--- src/rtl/ram_scan_reader.sv ---
// ram_scan_reader: read-side scan master for the registered-input RAM.
// Walks addresses 0..DEPTH-1 and presents each word with its address on a
// valid/ready port. It waits a fixed RD_LAT edges after every address change
// so that the RAM's input flop stage has settled.
//
//   state   | meaning
//   --------+-----------------------------------------------------------
//   IDLE    | no scan in progress, waiting for start
//   WAIT    | address driven, counting down the RAM read latency
//   PRESENT | word captured and offered on the output port
//   DONE    | one-cycle completion pulse after the last word
module ram_scan_reader #(
    parameter int ADDR_W = 5,
    parameter int DATA_W = 3,
    parameter int DEPTH  = 32,
    parameter int RD_LAT = 2
) (
    input  logic              clk,
    input  logic              Reset_n,
    input  logic              start,
    input  logic              cont,
    input  logic              abort,
    output logic [ADDR_W-1:0] mem_addr,
    output logic              mem_wren,
    input  logic [DATA_W-1:0] mem_q,
    output logic [ADDR_W-1:0] out_addr,
    output logic [DATA_W-1:0] out_data,
    output logic              out_valid,
    input  logic              out_ready,
    output logic              busy,
    output logic              done
);

    localparam int CNT_W = $clog2(RD_LAT + 1);
    localparam logic [ADDR_W-1:0] LAST_ADDR = ADDR_W'(DEPTH - 1);
    localparam logic [CNT_W-1:0]  LAT_LOAD  = CNT_W'(RD_LAT);

    typedef enum logic [1:0] {
        IDLE    = 2'd0,
        WAIT    = 2'd1,
        PRESENT = 2'd2,
        DONE    = 2'd3
    } state_t;

    state_t            state, state_nxt;
    logic [CNT_W-1:0]  cnt, cnt_nxt;
    logic [ADDR_W-1:0] addr_nxt;
    logic [ADDR_W-1:0] out_addr_nxt;
    logic [DATA_W-1:0] out_data_nxt;

    // The reader never writes; outputs that are pure state decodes clear
    // together with the state register on reset.
    assign mem_wren  = 1'b0;
    assign out_valid = (state == PRESENT);
    assign busy      = (state == WAIT) || (state == PRESENT);
    assign done      = (state == DONE);

    // State, address, latency counter and presented-word registers.
    always_ff @(posedge clk or negedge Reset_n) begin
        if (!Reset_n) begin
            state    <= IDLE;
            cnt      <= '0;
            mem_addr <= '0;
            out_addr <= '0;
            out_data <= '0;
        end else begin
            state    <= state_nxt;
            cnt      <= cnt_nxt;
            mem_addr <= addr_nxt;
            out_addr <= out_addr_nxt;
            out_data <= out_data_nxt;
        end
    end

    // Next-state and next-register values; abort wins over an accept.
    always_comb begin
        state_nxt    = state;
        cnt_nxt      = cnt;
        addr_nxt     = mem_addr;
        out_addr_nxt = out_addr;
        out_data_nxt = out_data;
        case (state)
            IDLE: begin
                if (start) begin
                    addr_nxt  = '0;
                    cnt_nxt   = LAT_LOAD;
                    state_nxt = WAIT;
                end
            end
            WAIT: begin
                if (abort) begin
                    state_nxt = IDLE;
                end else if (cnt == '0) begin
                    out_data_nxt = mem_q;
                    out_addr_nxt = mem_addr;
                    state_nxt    = PRESENT;
                end else begin
                    cnt_nxt = cnt - CNT_W'(1);
                end
            end
            PRESENT: begin
                if (abort) begin
                    state_nxt = IDLE;
                end else if (out_ready) begin
                    if (mem_addr != LAST_ADDR) begin
                        addr_nxt  = mem_addr + ADDR_W'(1);
                        cnt_nxt   = LAT_LOAD;
                        state_nxt = WAIT;
                    end else if (cont) begin
                        addr_nxt  = '0;
                        cnt_nxt   = LAT_LOAD;
                        state_nxt = WAIT;
                    end else begin
                        state_nxt = DONE;
                    end
                end
            end
            DONE: begin
                state_nxt = IDLE;
            end
            default: begin
                state_nxt = IDLE;
            end
        endcase
    end

endmodule

--- config.mk ---
export PLATFORM = sky130hd
export DESIGN_NAME = ram_scan_reader
export DESIGN_NICKNAME = d
export VERILOG_FILES = /design/src/rtl/ram_scan_reader.sv
export SDC_FILE = /design/constraint.sdc
export NUM_CORES = 1
export LEC_CHECK = 0
export CORE_UTILIZATION = 46
export CTS_CLUSTER_DIAMETER = 80
export DETAILED_ROUTE_END_ITERATION = 7
export GPL_TIMING_DRIVEN = 0
export PLACE_DENSITY_LB_ADDON = 0.25
export SYNTH_ARGS = -nofsm -noshare
export SYNTH_HDL_FRONTEND = slang
export SYNTH_SLANG_ARGS = --single-unit
--- constraint.sdc ---
create_clock -name clk -period 2.6 [get_ports clk]
set_input_delay 0.39 -clock clk [delete_from_list [all_inputs] [get_ports clk]]
set_output_delay 0.39 -clock clk [all_outputs]
set_load 0.02 [all_outputs]
==> implementation parameters, run 1 <==
Parameter                              Value

Logic synthesis
  Share of the synthesized area in compound gates (AO/OA/AOI/OAI) ... a little over a tenth
  Count of warnings emitted by yosys ... 0
  Post-synthesis instance area ... 923 sq um
  Synthesis-stage register bit count ... 17
  Synthesized area divided by synthesized cell count ... 11.1 sq um
  Gate Count Post-Synth ... 83
  Share of synthesized cell area in and, or, nand and nor gates ... 15.0%
  Library cells used by synthesis ... 26
  Fraction of synthesized area in multiplexers ... 12.1%
  Sequential fraction of the synthesis area ... between 40% and 50%
  Number of nets produced by synthesis ... slightly above 100
  XOR/XNOR Fraction of Synth Area ... 0%
  Dominant combinational cell family by area after synthesis ... simple AND/OR/NAND/NOR gates
  Post-synthesis share of cell area spent on full adders, half adders and majority gates ... 12.2%

STA
  Count of pins over their slew limit ... 0
  Post-route setup slack ... 0.390 ns
  Worst max-slew margin expressed relative to the limit ... 50.7%
  Slew at the pin closest to its max-slew limit ... 0.737 ns
  Largest clock skew in the final design ... 0.00108 ns
  Sum of negative setup slack ... 0 ns
  Time the final worst path needs with I/O delays and setup ... ~2.2 ns
  Final critical-path share of the clock period ... 85.0%
  Maximum frequency from static timing analysis ... 0.452 GHz
  Count of endpoints failing setup in the final report ... 0
  Fin. Hold Viols ... 0
  Unrepaired setup endpoints after global routing ... false

Die
  Die outline area ... 2190 sq um
  Die width ... 46.8 microns
  Placeable core region ... 1800 sq um
  Die span in y ... ~47 microns
  Floorplan row count ... 15
  # IOs ... 26
  Initial core utilization ... roughly 50%

GRT
  Overall Global Routing Usage ... 20.0%
  Antenna violations before repair ... 0
  Congestion Overflow GR ... 0
  Wire length of the first global-routing pass ... about 3000 microns
  Vias in the first global route ... 688
  Pin count of the biggest net entering global routing ... 18

Cells and area
  Final Instance Area ... approximately 1200 sq um
  Inserted Diodes ... 0
  Most frequent cells in the layout ... 24 x sky130_fd_sc_hd__clkdlybuf4s50_1, 17 x sky130_fd_sc_hd__dfrtp_1, 9 x sky130_fd_sc_hd__mux2_2, 9 x sky130_fd_sc_hd__ha_1, 6 x sky130_fd_sc_hd__inv_1
  Total area of multi-input combinational cells ... between 400 and 500 sq um
  Area growth from synthesis to layout ... 32.2%
  Most common cell after layout, fill and taps aside ... sky130_fd_sc_hd__clkdlybuf4s50_1
  Final layout net count ... 130
  Ratio of cells with drive above 1 in the final layout ... 12.6%
  Total area of sequential cells ... 425 sq um
  Count of filler cells inserted in the layout ... 145

Clock network
  Cts-stage hold buffer count ... 0
  Post-cts sizing count ... 0
  Clock Tree Buf Depth ... 2
  Root buffer cell ... sky130_fd_sc_hd__clkbuf_4
  TritonCTS clock tree ... done
  Post-CTS clock slew at the launch and capture registers of the worst setup and hold paths ... 0.09 ns
  # H-tree levels ... 1
  Setup bufs post-CTS ... 0
  Sink count of the clock tree ... 17
  Clock Latency Late Sink ... between 0.2 and 0.3 ns
  Total CTS buffers ... 3

Place
  DP Worst Slack ... around 0.48 ns
  Post-Place Cell Area ... 1190 sq um
  IO Port Bufs ... 24
  Routability Congestion ... between 0.7 and 0.8
  Estimated wirelength of the detail-placed design ... 1410 microns

Critical path
  Worst EP arrival ... about 1.8 ns
  Worst Path Required ... between 2 and 2.5 ns
  CP cell instances ... inv_1, ha_1, clkdlybuf4s50_1
  Type of element capturing the critical path ... primary output
  CP max-delay cell ... sky130_fd_sc_hd__clkdlybuf4s50_1
  Type of origin of the critical path ... register
  Delay of the slowest cell on the worst path ... 0.67 ns
  Maximum fanout count along the critical path ... 8
  Critical path class ... reg -> out

Power and ir drop
  Worst vdd ir ... 0.602 mV
  Clock share of power ... 13.2%
  Power share of the combinational group ... 51.6%
  Register share of total power ... 35.2%
  Total chip power ... about 1100 uW
  Switch share ... between 30% and 40%
  Switching power total ... 416 uW
  Internal power ... 660 uW
  Power density over the cells ... just under 900 nW/um^2
  Static leakage ... 0.000581 uW

Route
  Average vias per placed instance ... approximately 5.3
  Vias ... 722
  Drt pass-1 iters ... 4
  Violation count after the first detailed-routing iteration ... 11
  WL final ... 1780 microns
  Post-DRT Antenna Nets ... 0
  DRC violation count after routing ... 0
  Routed wirelength normalized by instance count ... roughly 13 microns

Run status
  Result of the run ... finished clean

Flow run
  Max Cap Viol ... 0

Min path
  Class of the most critical hold timing path ... reg -> reg
[flip-flops by register name, summed over array words and instances, names as in the netlist]
| name | count |
|---|---|
| cnt | 2 |
| mem_addr | 5 |
| out_addr | 5 |
| out_data | 3 |
| state | 2 |
[area by class of cell]
class                           count  share of cell area, %
Sequential cell                    17                   34.8
Buffer                              1                  0.615
Timing Repair Buffer               24                   19.7
Clock buffer                        4                   2.15
Tap cell                           25                   2.56
Multi-Input combinational cell     59                   38.3
Inverter                            6                   1.84
[cell usage after synthesis]
master	count	area share, %
sky130_fd_sc_hd__a211o_1	1	0.95
sky130_fd_sc_hd__a22o_1	4	3.8
sky130_fd_sc_hd__a22oi_1	1	0.81
sky130_fd_sc_hd__a31oi_1	2	1.4
sky130_fd_sc_hd__and3_1	1	0.68
sky130_fd_sc_hd__buf_4	1	0.81
sky130_fd_sc_hd__conb_1	1	0.41
sky130_fd_sc_hd__dfrtp_1	17	46
sky130_fd_sc_hd__ha_1	9	12
sky130_fd_sc_hd__inv_1	6	2.4
sky130_fd_sc_hd__mux2_2	9	11
sky130_fd_sc_hd__mux2i_1	1	1.1
sky130_fd_sc_hd__nand2_1	5	2.0
sky130_fd_sc_hd__nand2b_1	4	2.7
sky130_fd_sc_hd__nand3_1	1	0.54
sky130_fd_sc_hd__nand3b_1	1	0.81
sky130_fd_sc_hd__nand4b_1	1	0.95
sky130_fd_sc_hd__nand4b_2	1	1.6
sky130_fd_sc_hd__nor2_1	4	1.6
sky130_fd_sc_hd__nor2b_1	1	0.68
sky130_fd_sc_hd__nor3_1	3	1.6
sky130_fd_sc_hd__nor4b_1	1	0.95
sky130_fd_sc_hd__o21ai_0	5	2.7
sky130_fd_sc_hd__o21ai_1	1	0.54
sky130_fd_sc_hd__o21bai_1	1	0.81
sky130_fd_sc_hd__or4_1	1	0.81
[kinds of logic after synthesis]
kind of cell | Yosys count
other | 1
AOI/OAI and AO/OA | 15
muxes | 10
buffers and inverters | 7
DFF | 17
and+or+nand+nor | 24
adders and majority gates | 9
[per-layer routing]
metal	up-vias	GRT usage (%)	routed length [microns]
met5	-	0	0
met4	0	10.3	45
met3	5	3.46	94
met2	25	33.1	861
met1	343	25.2	775
li1	349	-	-
[power groups by stage]
| stage | Sequential (uW) | Combinational, uW | Clock, uW |
|---|---|---|---|
| 2_1_floorplan | 423 | 320 | 0 |
| 3_3_place_gp | 379 | 541 | 0 |
| 3_5_place_dp | 383 | 559 | 0 |
| 4_1_cts | 379 | 562 | 145 |
| 5_1_grt | 389 | 611 | 156 |
| 6_report | 379 | 555 | 142 |
[critical path, delay by kind of cell, from the launching register on]
kind / cells / cell delay, ns
buffers and inverters: 2 / 0.79
flip-flops: 1 / 0.42
adder cells (fa/ha/maj): 1 / 0.32
[path summary, 6_finish.rpt]
check	to	slack, ns	cells after the start	startpoint
setup / recovery	out_valid	0.39	3	state[0]$_DFFE_PN0P_
hold / removal	out_addr[4]$_DFFE_PN0P_	0.51	1	out_addr[4]$_DFFE_PN0P_
setup reg to reg	cnt[1]$_DFFE_PN0P_	0.43	7	mem_addr[0]$_DFFE_PN0P_
hold reg to reg	out_addr[4]$_DFFE_PN0P_	0.51	1	out_addr[4]$_DFFE_PN0P_
max in group asynchronous	out_data[2]$_DFFE_PN0P_	1.62	1	Reset_n
min in group asynchronous	out_addr[2]$_DFFE_PN0P_	0.53	1	Reset_n
[stage by stage]
stage | util, % | hold slack, ns | cells
2_1_floorplan | - | 0.0944 | 83
3_3_place_gp | 66.3 | 0.486 | 132
3_5_place_dp | 66.3 | 0.491 | 132
4_1_cts | 67.8 | 0.513 | 136
5_1_grt | 67.8 | 0.533 | 136
6_report | 67.8 | 0.510 | 136
No activity file was read; power rests on OpenSTA's default activity.
==> inputs of run 2 (changes only) <==
Settings changed: GPL_ROUTABILITY_DRIVEN set to 0.
==> results of run 2 <==
The final DEF is identical to that of run 1; final timing and power are the same.
